===== config.mk =====
export PLATFORM = sky130hd
export DESIGN_NAME = argmax_compare
export DESIGN_NICKNAME = d
export VERILOG_FILES = /design/src/rtl/nn_eval_pkg.sv /design/src/rtl/argmax_compare.sv
export SDC_FILE = /design/constraint.sdc
export NUM_CORES = 1
export LEC_CHECK = 0
export BUFFER_PORTS_ARGS = -buffer_cell sky130_fd_sc_hd__buf_2
export CORE_MARGIN = 2
export CORE_UTILIZATION = 56
export CTS_CLUSTER_SIZE = 28
export DETAILED_ROUTE_END_ITERATION = 6
export PLACE_DENSITY = 0.79
export SLEW_MARGIN = 20
export SYNTH_ARGS = -nofsm -noshare
export SYNTH_HDL_FRONTEND = slang
export SYNTH_SLANG_ARGS = --single-unit
export TNS_END_PERCENT = 1

===== constraint.sdc =====
create_clock -name clk -period 2.9 [get_ports clk]
set_input_delay 0.29 -clock clk [delete_from_list [all_inputs] [get_ports clk]]
set_output_delay 0.29 -clock clk [all_outputs]
set_load 0.05 [all_outputs]

===== src/rtl/nn_eval_pkg.sv =====
// Shared definitions for the NN core, argmax_compare and evaluate stages.
// Holds the default sizing constants, the score type and the compare FSM states.
package nn_eval_pkg;

    localparam int N_CLASSES = 10;
    localparam int SCORE_W   = 16;
    localparam int IDX_W     = 4;

    typedef logic signed [SCORE_W-1:0] score_t;

    typedef enum logic {ACCUM, RESULT} cmp_state_t;

endpackage


===== src/rtl/argmax_compare.sv =====
// Serial argmax over one sample's output-layer scores, compared against the sample's label.
// Emits one held result beat (pred_class, mismatch) per sample and a sticky framing-error flag.
module argmax_compare
    import nn_eval_pkg::cmp_state_t;
    import nn_eval_pkg::ACCUM;
    import nn_eval_pkg::RESULT;
#(
    parameter int N_CLASSES = nn_eval_pkg::N_CLASSES,
    parameter int SCORE_W   = nn_eval_pkg::SCORE_W,
    parameter int IDX_W     = nn_eval_pkg::IDX_W
) (
    input  logic                      clk,
    input  logic                      reset,
    input  logic                      score_valid,
    output logic                      score_ready,
    input  logic signed [SCORE_W-1:0] score_data,
    input  logic                      score_last,
    input  logic [IDX_W-1:0]          label,
    output logic                      result_valid,
    input  logic                      result_ready,
    output logic [IDX_W-1:0]          pred_class,
    output logic                      mismatch,
    output logic                      proto_err,
    output logic                      state_dbg
);

    // Handshakes: a beat moves on a rising edge where valid && ready are both high;
    // valid/data stay stable while ready is low, and ready never waits on valid.
    localparam logic [IDX_W-1:0] LAST_IDX = IDX_W'(N_CLASSES - 1);
    localparam logic [IDX_W:0]   N_CLS    = (IDX_W + 1)'(N_CLASSES);

    cmp_state_t                state;
    logic [IDX_W-1:0]          idx;
    logic signed [SCORE_W-1:0] max_val;
    logic [IDX_W-1:0]          max_idx;
    logic [IDX_W-1:0]          label_q;

    logic             accept;
    logic             first;
    logic             last_slot;
    logic             update;
    logic             end_beat;
    logic [IDX_W-1:0] cand_idx;
    logic [IDX_W-1:0] cur_label;

    assign score_ready = (state == ACCUM) && !reset;
    assign state_dbg   = state;

    always_comb begin
        accept    = score_valid && score_ready;
        first     = (idx == '0);
        last_slot = (idx == LAST_IDX);
        // Strict compare: on a tie the earlier class keeps the win.
        update    = first || (score_data > max_val);
        cand_idx  = update ? idx : max_idx;
        // A sample can end on its first beat, before label_q has been loaded.
        cur_label = first ? label : label_q;
        end_beat  = score_last || last_slot;
    end

    always_ff @(posedge clk) begin
        if (reset) begin
            state        <= ACCUM;
            idx          <= '0;
            max_val      <= '0;
            max_idx      <= '0;
            label_q      <= '0;
            result_valid <= 1'b0;
            pred_class   <= '0;
            mismatch     <= 1'b0;
            proto_err    <= 1'b0;
        end else begin
            case (state)
                ACCUM: begin
                    if (accept) begin
                        if (update) begin
                            max_val <= score_data;
                            max_idx <= cand_idx;
                        end
                        if (first) begin
                            label_q <= label;
                        end
                        if (end_beat) begin
                            pred_class   <= cand_idx;
                            mismatch     <= ({1'b0, cur_label} >= N_CLS) || (cand_idx != cur_label);
                            // score_last must coincide exactly with the final class slot.
                            if (score_last != last_slot) begin
                                proto_err <= 1'b1;
                            end
                            idx          <= '0;
                            result_valid <= 1'b1;
                            state        <= RESULT;
                        end else begin
                            idx <= idx + 1'b1;
                        end
                    end
                end
                RESULT: begin
                    if (result_ready) begin
                        result_valid <= 1'b0;
                        state        <= ACCUM;
                    end
                end
                default: begin
                    state <= ACCUM;
                end
            endcase
        end
    end

endmodule


==> out/results.ini <==
[clock_network]
worstSkewPairLatency_ps=290
cts_tree=done
cts_root_buf=clkbuf_8
cts.clk_slew.worst_paths_ps=70
cts.sinks=36
hold_buffers=0
htreeDepth=2
cts_made_buffers=5
clockBufferDepth=2

[placed_design]
globalplace.congestion=0.870
dp_hpwl_um=3020
dp.cells=328
port_buffers=33

[critical_path]
reg2reg_from=max_val[15]
r2r-end=mismatch
crit_chain=inv_1, ha_1, nand4_2, nor4_4, a21o_2, o21a_2, mux2i_1, mux2_4, a311oi_2
max_stage_delay_ps=340
critPathKind=reg2reg
worstPathMaxFanout=10
critPathLaunchType=flop
r2r_setup_slack_ps=250
reg2regPathDepth=9
crit_family=compound AO/OA/AOI/OAI gates
path_buf_inv=1
cp.arrival_ps=2850
required_ps=3100
cpMaxStageDelayCell=ha_1
crit_path_end_kind=flop

[global_route]
grt_pass1_wl_um=7300
busiest_layer=met2
antenna_found_initial=0
grt_max_degree=37
use_met2_pct=33.8
use_met1_pct=29.3
grt_use_total_pct=21.8
overflow=0
grt_pass1_vias=1656
use_met3_pct=4.11

[timing]
tightest_slew_ps=419
fin_crit_sh_pct=91.5
fin_skew_ps=5.61
fin_tns_setup_ps=0
slew_violations=0
setup_viol=0
rsz0062_at_grt=no
hold_violations=0
relSlewSlack_pct=71.3
post-route-min-period_ps=2650
whs_ps=228
fmax_mhz=377

[finish]
final_util_pct=66.6
drive_gt1_share_pct=19.1
diodes=0
fin_nets=332
area_delta_synth_final_pct=14.6
fin_cells=336

[routing]
drt_first_pass_iters=4
vias=1769
routedWlPerCell_um=12.2
ant_nets=0
wl_um=4110
drcViolationCount=0
drtIter0Drc=105
viasPerCell=5.26

[logic_synthesis]
yosysTopAreaCell=dfxtp_1
ys_top_cells_by_area=dfxtp_1 (34%), ha_1 (12%), mux2i_1 (9.9%)
postSynthAreaPerCell_sq_um=8.41
ys_ff_latch=36
synth_ff_type=dfxtp_1
synth_cell_types=41
yosysTopAreaCellShare_pct=33.9
ys_seq_area_share_pct=33.9
synth.net_count=298
syn_inst=253
synth_edf_count=0
syn-cell-area_sq_um=2130
yosysWarnings=0
async_flop_share_pct=0

[power]
powerDensity_nw_per_um2=450
p_clk_share_pct=33.1
power_mw=1.10
cellInternalPower_mw=0.792
seq_power_share_pct=48.4
power_switching_mw=0.305
p_sw_share_pct=27.8
vdd_ir_drop_max_mv=0.283
power_leakage_nw=1.12
comb_power_share_pct=18.5

[worst_hold_path]
min_to=label_q[2]
min_from=label[2]
hold_path_class=in2reg
hold_depth=3

[floorplan]
die_y_um=65.7
die_w_um=65.7
io_pins=34
start_util_pct=58.1
die_area_sq_um=4310
rows=22
coreArea_sq_um=3660

[job]
maxCapViolations=0

[outcome]
run_status=completed

==> power groups by stage <==
stage / Combinational (mW) / Sequential, mW / Clock [mW]
CTS: 0.203 / 0.531 / 0.372
finish: 0.204 / 0.531 / 0.363
detailed placement: 0.201 / 0.542 / 0
global route: 0.230 / 0.534 / 0.390
floorplan: 0.134 / 0.554 / 0
global placement: 0.198 / 0.541 / 0
==> synthesized netlist by cell type, types with 2 or more instances <==
| library cell | n |
|---|---|
| nand3b_1 | 5 |
| clkbuf_1 | 7 |
| o21a_1 | 2 |
| nor2_1 | 35 |
| nand2b_1 | 7 |
| nand2_1 | 20 |
| buf_4 | 3 |
| xor2_1 | 3 |
| a32oi_1 | 2 |
| inv_1 | 23 |
| nor2b_1 | 2 |
| a21oi_1 | 15 |
| a211oi_1 | 2 |
| buf_2 | 2 |
| nand3_1 | 6 |
| and2_1 | 2 |
| o21ai_0 | 15 |
| nor3b_1 | 2 |
| dfxtp_1 | 36 |
| mux2i_1 | 21 |
| ha_1 | 20 |
| a21o_1 | 2 |
| nor3_1 | 3 |
==> timing repair <==
action / in CTS / in global routing
setup buffers: 0 / 0
endpoints found under the setup margin: 0 / 1
gates resized for setup: 0 / 2
==> logic make-up after synthesis <==
group	after synthesis	synth area share [%]
simple gates	88	20.8
compound gates	48	14.5
flops	36	33.9
buf+inv	35	6.82
mux	22	10.6
fa+ha+maj	20	11.8
xor+xnor	4	1.65
==> worst max-delay path by stage <==
stage               cells after the start  endpoint            from  slack [ps]
global route                            9  mismatch     max_val[15]          70
floorplan                               7  mismatch       state_dbg         270
global placement                        9  mismatch  score_data[15]         280
finish                                  9  mismatch     max_val[15]         250
detailed placement                      9  mismatch  score_data[15]         140
CTS                                     9  mismatch     max_val[15]         170
==> worst reg2reg max path: cells and delay by family (launching register included) <==
kind / cells / cell delay (ps)
flops: 1 / 330
mux: 2 / 660
buf+inv: 1 / 50
simple gates: 2 / 530
fa+ha+maj: 1 / 340
compound gates: 3 / 650
==> per-stage QoR <==
step,setup slack (ps),instance area [sq um]
after CTS,169,2430
after floorplan,267,2130
after global placement,280,2340
final,245,2440
after global routing,65.8,2440
after detailed placement,142,2340
==> registers in the layout (all words and copies together) (netlist names) <==
| name | count |
|---|---|
| mismatch | 1 |
| max_val | 16 |
| max_idx | 4 |
| proto_err | 1 |
| result_valid | 1 |
| pred_class | 4 |
| state_dbg | 1 |
| idx | 4 |
| label_q | 4 |
==> layout by cell type (no fill, tap or decap), drive strengths merged, types with 5 or more instances in the layout <==
cell / instances
buf: 39
dfxtp: 36
nor2: 35
inv: 23
mux2i: 21
nand2: 20
ha: 20
o21ai: 16
a21oi: 15
clkbuf: 8
nand2b: 7
nand3: 6
nand3b: 5
==> layer usage <==
layer | routed length (um) | up-vias | part of all wire (%)
met4 | 74 | 0 | 1.8
met2 | 1830 | 36 | 45
met1 | 2050 | 791 | 50
met5 | 0 | - | 0
met3 | 157 | 8 | 3.8
li1 | - | 934 | -
==> area by class of cell <==
type / instances / area, sq um
clock buffer: 8 / 90.1
inverter: 23 / 86.3
tap: 48 / 60.1
sequential: 36 / 721
timing repair buffer: 39 / 210
multi-input combinational: 182 / 1270
fill: 311 / 1220
No activity file was read; power rests on OpenSTA's default activity.
